File: config.mk
export PLATFORM = sky130hd
export DESIGN_NAME = morse_keyer
export DESIGN_NICKNAME = d
export VERILOG_FILES = /design/src/rtl/morse_pkg.sv /design/src/rtl/morse_debounce.sv /design/src/rtl/morse_keyer.sv
export SDC_FILE = /design/constraint.sdc
export NUM_CORES = 1
export LEC_CHECK = 0
export ABC_AREA = 1
export BUFFER_PORTS_ARGS = -buffer_cell sky130_fd_sc_hd__buf_4
export CELL_PAD_IN_SITES_DETAIL_PLACEMENT = 0
export CELL_PAD_IN_SITES_GLOBAL_PLACEMENT = 2
export CORE_MARGIN = 5
export CORE_UTILIZATION = 37
export CTS_CLUSTER_SIZE = 10
export DETAILED_ROUTE_END_ITERATION = 10
export PLACE_DENSITY = 0.88
export SYNTH_ARGS = -nofsm -noshare
export SYNTH_HDL_FRONTEND = slang
export SYNTH_HIERARCHICAL = 1
export SYNTH_SLANG_ARGS = --single-unit
File: constraint.sdc
create_clock -name clock -period 3.92 [get_ports clock]
set_clock_uncertainty 0.05 [all_clocks]
set_input_delay 0.784 -clock clock [delete_from_list [all_inputs] [get_ports clock]]
set_output_delay 0.784 -clock clock [all_outputs]
set_load 0.05 [all_outputs]
File: src/rtl/morse_pkg.sv
// Shared constants for the Morse entry path: FSM state codes, symbol-count width
// and the default board timing used by the keyer and the letter-storage stage.
package morse_pkg;

    localparam int SYMBOL_COUNT_W = 3;

    localparam int DEF_DEBOUNCE_CYCLES = 1_000_000;
    localparam int DEF_DASH_CYCLES     = 25_000_000;
    localparam int DEF_GAP_CYCLES      = 100_000_000;
    localparam int DEF_MAX_SYMBOLS     = 4;

    typedef logic [0:0] morse_state_t;

    localparam morse_state_t ST_IDLE    = 1'b0;
    localparam morse_state_t ST_PRESSED = 1'b1;

endpackage

File: src/rtl/morse_debounce.sv
// Two-flop synchroniser followed by a stable-count debouncer for one raw
// board input; the debounced level is registered.
module morse_debounce
    import morse_pkg::*;
#(
    parameter int DEBOUNCE_CYCLES = DEF_DEBOUNCE_CYCLES
) (
    input  logic clock,
    input  logic reset,
    input  logic raw,
    output logic level
);

    localparam int CNT_W = $clog2(DEBOUNCE_CYCLES + 1);

    logic             sync_meta;
    logic             sync_out;
    logic [CNT_W-1:0] stable_cnt;

    // A single sample agreeing with the current level throws away the run.
    always_ff @(posedge clock) begin
        if (!reset) begin
            sync_meta  <= 1'b0;
            sync_out   <= 1'b0;
            stable_cnt <= '0;
            level      <= 1'b0;
        end else begin
            sync_meta <= raw;
            sync_out  <= sync_meta;
            if (sync_out == level) begin
                stable_cnt <= '0;
            end else if (stable_cnt == CNT_W'(DEBOUNCE_CYCLES)) begin
                level      <= sync_out;
                stable_cnt <= '0;
            end else begin
                stable_cnt <= stable_cnt + CNT_W'(1);
            end
        end
    end

endmodule

File: src/rtl/morse_keyer.sv
// Morse key front end: debounces key and confirm, classifies presses as dot/dash,
// counts symbols per letter. Define MORSE_AUTO_GAP_EN to commit letters after an idle gap.
module morse_keyer
    import morse_pkg::*;
#(
    parameter int DEBOUNCE_CYCLES = DEF_DEBOUNCE_CYCLES,
    parameter int DASH_CYCLES     = DEF_DASH_CYCLES,
    parameter int GAP_CYCLES      = DEF_GAP_CYCLES,
    parameter int MAX_SYMBOLS     = DEF_MAX_SYMBOLS
) (
    input  logic                      clock,
    input  logic                      reset,
    input  logic                      morse1,
    input  logic                      confirm,
    output logic                      dot,
    output logic                      dash,
    output logic                      letter_done,
    output logic [SYMBOL_COUNT_W-1:0] symbol_count,
    output logic                      overflow,
    output logic                      key_active
);

    localparam int PRESS_W = $clog2(DASH_CYCLES + 1);
    localparam logic [SYMBOL_COUNT_W-1:0] MAX_COUNT = SYMBOL_COUNT_W'(MAX_SYMBOLS);

    if (MAX_SYMBOLS < 1 || MAX_SYMBOLS > 7 || DASH_CYCLES < 1 ||
        GAP_CYCLES < 1 || DEBOUNCE_CYCLES < 1) begin : g_bad_params
        $error("morse_keyer: parameter out of range");
    end

    logic               key_level;
    logic               confirm_level;
    logic               key_prev;
    logic               confirm_prev;
    morse_state_t       state;
    logic [PRESS_W-1:0] press_cnt;
    logic               commit_pending;

    logic key_rise;
    logic key_fall;
    logic confirm_rise;
    logic symbol_event;
    logic is_dash;
    logic gap_fire;
    logic commit_req;
    logic do_commit;

    morse_debounce #(.DEBOUNCE_CYCLES(DEBOUNCE_CYCLES)) u_key_debounce (
        .clock (clock),
        .reset (reset),
        .raw   (morse1),
        .level (key_level)
    );

    morse_debounce #(.DEBOUNCE_CYCLES(DEBOUNCE_CYCLES)) u_confirm_debounce (
        .clock (clock),
        .reset (reset),
        .raw   (confirm),
        .level (confirm_level)
    );

    assign key_active   = key_level;
    assign key_rise     = key_level & ~key_prev;
    assign key_fall     = ~key_level & key_prev;
    assign confirm_rise = confirm_level & ~confirm_prev;
    assign symbol_event = (state == ST_PRESSED) && key_fall;
    assign is_dash      = press_cnt >= PRESS_W'(DASH_CYCLES);
    assign commit_req   = confirm_rise | gap_fire;

    // A commit landing on a symbol cycle waits one cycle so the letter includes it.
    assign do_commit = ((commit_req && !symbol_event) || commit_pending) &&
                       (symbol_count != '0);

`ifdef MORSE_AUTO_GAP_EN
    localparam int GAP_W = $clog2(GAP_CYCLES + 1);

    logic [GAP_W-1:0] gap_cnt;
    logic             gap_run;

    assign gap_run  = (state == ST_IDLE) && (symbol_count != '0);
    assign gap_fire = gap_run && (gap_cnt == GAP_W'(GAP_CYCLES - 1));

    // Saturates at GAP_CYCLES so an unattended letter is committed only once.
    always_ff @(posedge clock) begin
        if (!reset) begin
            gap_cnt <= '0;
        end else if (key_rise || symbol_event || do_commit) begin
            gap_cnt <= '0;
        end else if (gap_run && gap_cnt != GAP_W'(GAP_CYCLES)) begin
            gap_cnt <= gap_cnt + GAP_W'(1);
        end
    end
`else
    assign gap_fire = 1'b0;
`endif

    always_ff @(posedge clock) begin
        if (!reset) begin
            key_prev       <= 1'b0;
            confirm_prev   <= 1'b0;
            state          <= ST_IDLE;
            press_cnt      <= '0;
            commit_pending <= 1'b0;
            dot            <= 1'b0;
            dash           <= 1'b0;
            letter_done    <= 1'b0;
            symbol_count   <= '0;
            overflow       <= 1'b0;
        end else begin
            key_prev       <= key_level;
            confirm_prev   <= confirm_level;
            commit_pending <= commit_req && symbol_event;
            dot            <= 1'b0;
            dash           <= 1'b0;
            letter_done    <= 1'b0;

            case (state)
                ST_IDLE: begin
                    if (key_rise) begin
                        state     <= ST_PRESSED;
                        press_cnt <= PRESS_W'(1);
                    end
                end
                ST_PRESSED: begin
                    if (key_fall) begin
                        state     <= ST_IDLE;
                        press_cnt <= '0;
                    end else if (press_cnt != PRESS_W'(DASH_CYCLES)) begin
                        press_cnt <= press_cnt + PRESS_W'(1);
                    end
                end
                default: begin
                    state     <= ST_IDLE;
                    press_cnt <= '0;
                end
            endcase

            if (symbol_event) begin
                if (symbol_count < MAX_COUNT) begin
                    dot          <= !is_dash;
                    dash         <= is_dash;
                    symbol_count <= symbol_count + SYMBOL_COUNT_W'(1);
                end else begin
                    overflow <= 1'b1;
                end
            end else if (do_commit) begin
                letter_done  <= 1'b1;
                symbol_count <= '0;
                overflow     <= 1'b0;
            end
        end
    end

endmodule

==> impl_metrics.tcl, run 1 <==
set metrics [dict create \
    max-cap-violations 0 \
    syn_nets 735 \
    grt.total_usage 0.158 \
    nNetsFinal 743 \
    via_per_inst 4.67 \
    initial_core_util 0.372 \
    ir_drop_mv 0.163 \
    placed_area_um2 4840 \
    drc 0 \
    synth_seq_cells 82 \
    yosys.cell_types.count 35 \
    drive_gt1_frac 0.107 \
    tns_ns 0 \
    finalSetupViolations 0 \
    die_y_um 122 \
    cts_resized 0 \
    holdBufCountCts 0 \
    dp_hpwl_mm 8.05 \
    dieArea_um2 14900 \
    synth-main-ff-cell "dfxtp_1" \
    io_pins 12 \
    tightest_slew_ns 0.746 \
    synth_warnings 6 \
    start_kind "register" \
    drv_slew 0 \
    route.vias.total 4239 \
    hold_viol 0 \
    dr.pass1.iters 4 \
    core_area_um2 12500 \
    r2r_cells 6 \
    critPathCaptureType "register" \
    syn_area_um2 4640 \
    clkLatencyLatePin_ns 0.34 \
    htree_num_levels 3 \
    clock.fmax_mhz 423 \
    reg2reg_to "press_cnt[23]$_SDFFE_PN0P_" \
    numClockSinks 82 \
    reg2reg_from "state$_SDFF_PN0_" \
    final_design_area_no_fill_um2 5130 \
    drt_iter0_drc 338 \
    grt_pass1_vias 3954 \
    leakagePower_nw 1.86 \
    tritoncts "done" \
    synth_cells 723 \
    worstHoldStart "u_key_debounce/sync_meta$_SDFF_PN0_" \
    critical_path.max_fanout 14 \
    total_power_mw 1.70 \
    period_minus_slack_ns 2.36 \
    worst-setup-path-type "reg2reg" \
    row_count 41 \
    seqCellArea_um2 1640 \
    dieWidth_um 122 \
    relSlewSlack 0.502 \
    crit_arrival_ns 2.58 \
    ant_nets 0 \
    status "finished, final reports clean" \
    wl_per_cell_um 12.0 \
    syn_area_per_cell_um2 6.42 \
    rsz0062_at_grt "no" \
    min_path_type "reg2reg" \
    yosysSeqAreaShare 0.354 \
    grt_start_max_net_pins 21 \
    multiInputGateArea_um2 2480 \
    syn2layout_area_growth_pct 10.6 \
    post_cts_buffers 0 \
    hold_end "u_key_debounce/sync_out$_SDFF_PN0_" \
    min_period_over_period 0.603 \
    p_per_area_nw_per_um2 331 \
    clockBufferDepth 2 \
    port_buffers 11 \
    antenna_found_initial 0 \
    hold_path_depth 2 \
    grt_pass1_wl_mm 18.9 \
    root_buffer "clkbuf_16" \
    gr-total-overflow 0 \
    wirelength_mm 10.9 \
    fillers 1350 \
    synth_edf_count 0 \
    crit_required_ns 4.14 \
    n_antenna_cell 0 \
    synthArstFlopShare 0 \
    rrSetupSlack_ns 1.56 \
    gp_congestion 0.855 \
    clkTransAtPathRegs_ns 0.06 \
    cts_made_buffers 9 \
]
-- layer usage --
metal,wire length (um),share of wire,global-route usage,vias up
li1,-,-,-,2286
met3,354,0.033,0.0311,12
met2,4570,0.42,0.238,46
met5,0,0,0,-
met1,5800,0.53,0.227,1895
met4,142,0.013,0.0525,0
-- kinds of logic (layout without fill, tap and decap cells) --
| kind of cell | after synthesis | count (layout) | synth area share |
|---|---|---|---|
| buf+inv | 126 | 139 | 0.112 |
| xor+xnor | 13 | 13 | 0.0245 |
| flops | 82 | 82 | 0.354 |
| compound gates | 59 | 59 | 0.0661 |
| simple gates | 435 | 435 | 0.422 |
| fa+ha+maj | 8 | 8 | 0.0216 |
-- cells in the final DEF, fill, tap and decap left out, drive strengths merged, types with 2 or more instances in the layout --
cell type / Yosys / routed
ha: 8 / 8
a21oi: 42 / 42
nor2: 133 / 133
nand3: 66 / 66
or2: 8 / 8
clkinv: 3 / 5
inv: 108 / 108
nand4: 24 / 24
dfxtp: 82 / 82
xnor2: 4 / 4
nor3: 9 / 9
o21ai: 14 / 14
nand2: 193 / 193
xor2: 9 / 9
clkinvlp: 0 / 2
clkbuf: 2 / 11
buf: 13 / 12
-- worst max-delay path by stage --
stage	cells past startpoint	start	endpoint	slack, ns
global placement	6	state$_SDFF_PN0_	press_cnt[9]$_SDFFE_PN0P_	1.67
detailed placement	6	state$_SDFF_PN0_	press_cnt[15]$_SDFFE_PN0P_	1.62
finish	6	state$_SDFF_PN0_	press_cnt[23]$_SDFFE_PN0P_	1.56
CTS	6	state$_SDFF_PN0_	press_cnt[23]$_SDFFE_PN0P_	1.59
global route	6	state$_SDFF_PN0_	press_cnt[10]$_SDFFE_PN0P_	1.41
floorplan	8	u_key_debounce/level$_SDFFE_PN0P_	press_cnt[22]$_SDFFE_PN0P_	2.22
-- cells in the mapped netlist (6+ instances only) --
| cell type | instances | area (um2) |
|---|---|---|
| nand2_2 | 8 | 50.1 |
| nand3_1 | 62 | 310 |
| nand4_1 | 23 | 144 |
| ha_1 | 8 | 100 |
| buf_2 | 6 | 30.0 |
| xor2_1 | 9 | 78.8 |
| nor3_1 | 6 | 30.0 |
| nor2_1 | 113 | 424 |
| inv_2 | 8 | 30.0 |
| nand2_1 | 184 | 691 |
| dfxtp_1 | 82 | 1640 |
| nor2_2 | 17 | 106 |
| inv_1 | 100 | 375 |
| a21oi_1 | 42 | 210 |
| or2_2 | 7 | 43.8 |
| o21ai_0 | 13 | 65.1 |
-- worst max-delay path: stages (launching register included) --
cell and delay [ns]:
dfxtp_1 0.68, inv_1 0.15, nor2_1 0.20, nand4_1 0.49, nand2_2 0.48, nand2_1 0.09, a21oi_1 0.15
-- sequential cells by signal, indices dropped and copies added (netlist names) --
| register | count |
|---|---|
| commit_pending | 1 |
| confirm_prev | 1 |
| dash | 1 |
| dot | 1 |
| key_prev | 1 |
| letter_done | 1 |
| overflow | 1 |
| press_cnt | 25 |
| state | 1 |
| symbol_count | 3 |
| u_confirm_debounce/level | 1 |
| u_confirm_debounce/stable_cnt | 20 |
| u_confirm_debounce/sync_meta | 1 |
| u_confirm_debounce/sync_out | 1 |
| u_key_debounce/level | 1 |
| u_key_debounce/stable_cnt | 20 |
| u_key_debounce/sync_meta | 1 |
| u_key_debounce/sync_out | 1 |
-- metrics by stage --
stage / worst slack (ns) / std cells / hold slack [ns] / utilization
floorplan: 2.22 / 723 / 0.340 / -
global placement: 1.67 / 892 / 0.344 / 0.389
detailed placement: 1.62 / 892 / 0.352 / 0.389
CTS: 1.59 / 908 / 0.368 / 0.412
global route: 1.41 / 908 / 0.391 / 0.412
finish: 1.56 / 908 / 0.365 / 0.412
-- power breakdown --
part / leakage, nW / internal, mW / switching, mW / total, mW
sequential: 0.661 / 0.836 / 0.00154 / 0.837
combinational: 1.06 / 0.00642 / 0.0154 / 0.0218
clock: 0.136 / 0.492 / 0.346 / 0.837
-- layout make-up --
class / count / share of cell area
repair buffers: 12 / 0.0176
flip-flops and latches: 82 / 0.320
inverters: 111 / 0.0812
clock buffers: 11 / 0.0454
well taps: 172 / 0.0419
clock inverters: 5 / 0.0107
multi-input cells: 515 / 0.483
Power figures use the tool's default switching activity.
==> run 2, diff against run 1 <==
Settings changed: ABC_AREA 1 to 0, CORE_UTILIZATION 37 to 35, PLACE_DENSITY 0.88 to 0.8.
Clock period 3.92 ns to 2.05 ns, I/O delays scaled along.
==> run 2 against run 1 <==
The flow now finishes with violations (negative setup slack). Utilization up 3.2 points. Via count decreased by 18%. Cell area decreased by 5.5%. Wire length is 16% lower. Non-clock buffer count up 51. Clock power is 79% higher. Combinational power is 110% higher. Largest cell class unchanged. Largest power group unchanged.
==> impl_metrics.tcl, run 2 <==
set metrics [dict create \
    clkTransAtPathRegs_ns 0.06 \
    initial_core_util 0.361 \
    syn2layout_area_growth_pct 22.7 \
    dp_hpwl_mm 6.66 \
    syn_area_um2 3950 \
    min_path_type "in2reg" \
    synth-main-ff-cell "dfxtp_1" \
    io_pins 12 \
    cts_made_buffers 9 \
    grt_pass1_wl_mm 15.4 \
    hold_path_depth 2 \
    clockBufferDepth 2 \
    synth_warnings 6 \
    hold_end "u_confirm_debounce/sync_meta$_SDFF_PN0_" \
    met2_usage 0.229 \
    gp_congestion 0.807 \
    hold_viol 0 \
    drv_slew 0 \
    relSlewSlack 0.731 \
    leakagePower_nw 1.69 \
    grt-busiest-layer "met2" \
    drive_gt1_frac 0.206 \
    yosysMostFrequentCell "dfxtp_1" \
    period_minus_slack_ns 2.12 \
    met1_usage 0.188 \
    numClockSinks 82 \
    htree_num_levels 3 \
    crit_arrival_ns 2.30 \
    mostFrequentLayoutCells "dfxtp_1 (79), buf_4 (61), nor2_1 (52), nand2_1 (31)" \
    nNetsFinal 536 \
    slowest_delay_ns 0.47 \
    reg_top3 "press_cnt: 25 flops, u_confirm_debounce/stable_cnt: 20 flops, u_key_debounce/stable_cnt: 20 flops" \
    via_per_inst 5.21 \
    synth_common_cells "dfxtp_1 (82), nor2_1 (52), nand2_1 (32)" \
    rrSetupSlack_ns -0.07 \
    final_common_cell "dfxtp_1" \
    port_buffers 11 \
    grt_pass1_vias 3188 \
    dieWidth_um 116 \
    path_buf_inv 2 \
    syn_nets 474 \
    max-cap-violations 0 \
    synth_seq_cells 82 \
    drt_iter0_drc 195 \
    clock.fmax_mhz 471 \
    rsz0062_at_grt "yes" \
    start_kind "register" \
    tightest_slew_ns 0.401 \
    cp_slowest_cell "or4_4" \
    dp_cells 652 \
    dr.pass1.iters 4 \
    grt.total_usage 0.142 \
    critical_path.max_fanout 13 \
    wirelength_mm 9.17 \
    synthArstFlopShare 0 \
    crit_required_ns 2.23 \
    ant_nets 0 \
    fin_util 0.443 \
    tritoncts "done" \
    min_period_over_period 1.04 \
    yosysTopAreaCell "dfxtp_1" \
    clkLatencyLatePin_ns 0.33 \
    root_buffer "clkbuf_16" \
    grt_util_met3 0.0332 \
    yosys.cell_types.count 48 \
    ir_drop_mv 0.456 \
    synth_cells 462 \
    finalSetupViolations 15 \
    wl_per_cell_um 13.7 \
    dp_slack_ns -0.0620 \
    n_antenna_cell 0 \
    critPathCaptureType "register" \
    total_power_mw 3.15 \
    gr-total-overflow 0 \
    largest_register_ffs 25 \
    worstHoldStart "confirm" \
    r2r_cells 8 \
    holdBufCountCts 0 \
    dieArea_um2 13500 \
    largest_register "press_cnt" \
    yosysSeqAreaShare 0.415 \
    instances_no_fill 668 \
    drc 0 \
    synth_edf_count 0 \
    core_area_um2 10900 \
    reg2reg_from "press_cnt[0]$_SDFFE_PN0P_" \
    grt_start_max_net_pins 21 \
    route.vias.total 3481 \
    antenna_found_initial 0 \
    status "finished with violations" \
    p_per_area_nw_per_um2 649 \
    syn_area_per_cell_um2 8.56 \
    crit_chain "inv_2 -> ha_1 -> or4bb_4 -> or4_4 -> o21ai_4 -> buf_12 -> nor3_2 -> o21a_1" \
    reg2reg_to "press_cnt[11]$_SDFFE_PN0P_" \
    worst-setup-path-type "reg2reg" \
    die_y_um 116 \
    row_count 38 \
    holdWs_ns 0.233 \
    synth.top_cells.by_area "dfxtp_1 (42%), nor2_1 (4.9%), xor2_1 (4.4%)" \
    failed_checks "negative setup slack" \
    finalWorstSetupSlack_ns -0.0732 \
    synth_top_area_frac 0.415 \
    fillers 1107 \
    cp_top_family "simple AND/OR/NAND/NOR gates" \
]
run 2: changes by cell type in the layout (fill, tap and decap cells not counted), moves of 8 or more:
cell / before / now
or3_1: 0 / 11
o31ai_1: 0 / 11
nor2_2: 17 / 0
or4_1: 0 / 8
nand3_1: 62 / 24
buf_4: 12 / 61
xnor2_1: 4 / 15
xor2_1: 9 / 20
nand2_1: 184 / 31
nor2_1: 113 / 52
inv_1: 100 / 27
a21oi_1: 42 / 27
run 2: worst max-delay path by stage:
| stage | to | slack [ns] | startpoint | cells after the start |
|---|---|---|---|---|
| floorplan | press_cnt[11]$_SDFFE_PN0P_ | -0.05 | press_cnt[10]$_SDFFE_PN0P_ | 7 |
| global placement | press_cnt[20]$_SDFFE_PN0P_ | -0.02 | press_cnt[0]$_SDFFE_PN0P_ | 7 |
| detailed placement | press_cnt[11]$_SDFFE_PN0P_ | -0.06 | press_cnt[10]$_SDFFE_PN0P_ | 6 |
| CTS | press_cnt[14]$_SDFFE_PN0P_ | -0.05 | press_cnt[10]$_SDFFE_PN0P_ | 5 |
| global route | press_cnt[23]$_SDFFE_PN0P_ | -0.16 | press_cnt[0]$_SDFFE_PN0P_ | 8 |
| finish | press_cnt[11]$_SDFFE_PN0P_ | -0.07 | press_cnt[0]$_SDFFE_PN0P_ | 8 |
run 2: timing repair:
item | in CTS | in global routing
resized for setup | 2 | 11
endpoints found under the hold margin | 0 | 0
buffers inserted | 1 | 0
setup endpoints to repair | 17 | 20
pin swaps | 3 | 4
run 2: worst reg2reg max path, delay by kind of cell, from the launching register on:
kind | cells | cell delay (ns)
buffers and inverters | 2 | 0.20
AND/OR/NAND/NOR | 3 | 0.97
adder cells (fa/ha/maj) | 1 | 0.12
flip-flops | 1 | 0.32
AO/OA/AOI/OAI | 2 | 0.36
run 2: report_power, final:
part	internal (mW)	switching (mW)	leakage, nW
Sequential	1.60	0.00376	0.663
Clock	0.874	0.626	0.138
Combinational	0.0166	0.0288	0.894
run 2: cell families (layout without fill, tap and decap cells):
kind of cell / after synthesis / in the layout / synth area share
AO/OA/AOI/OAI: 77 / 77 / 0.122
XOR/XNOR: 35 / 35 / 0.0776
adder cells (fa/ha/maj): 8 / 8 / 0.0253
buffers and inverters: 40 / 106 / 0.0465
flip-flops: 82 / 82 / 0.415
multiplexers: 1 / 1 / 0.00253
AND/OR/NAND/NOR: 219 / 219 / 0.311
run 2: cell type report:
class | instances | area (um2) | area share
clock inverters | 3 | 15.0 | 0.00310
clock buffers | 12 | 256 | 0.0529
multi-input cells | 340 | 2160 | 0.446
inverters | 28 | 105 | 0.0217
repair buffers | 63 | 489 | 0.101
well taps | 140 | 175 | 0.0361
flip-flops and latches | 82 | 1650 | 0.339
run 2: per-stage QoR:
step	cell area (um2)	setup TNS (ns)
after floorplan	3960	-0.0516
after global placement	4540	-0.0416
after detailed placement	4540	-0.408
after CTS	4820	-0.306
after global routing	4850	-2.09
final	4850	-0.612
run 2: per-layer routing:
metal / vias up / part of all wire
li1: 1792 / -
met1: 1640 / 0.50
met2: 41 / 0.46
met3: 8 / 0.029
met4: 0 / 0.010
met5: - / 0
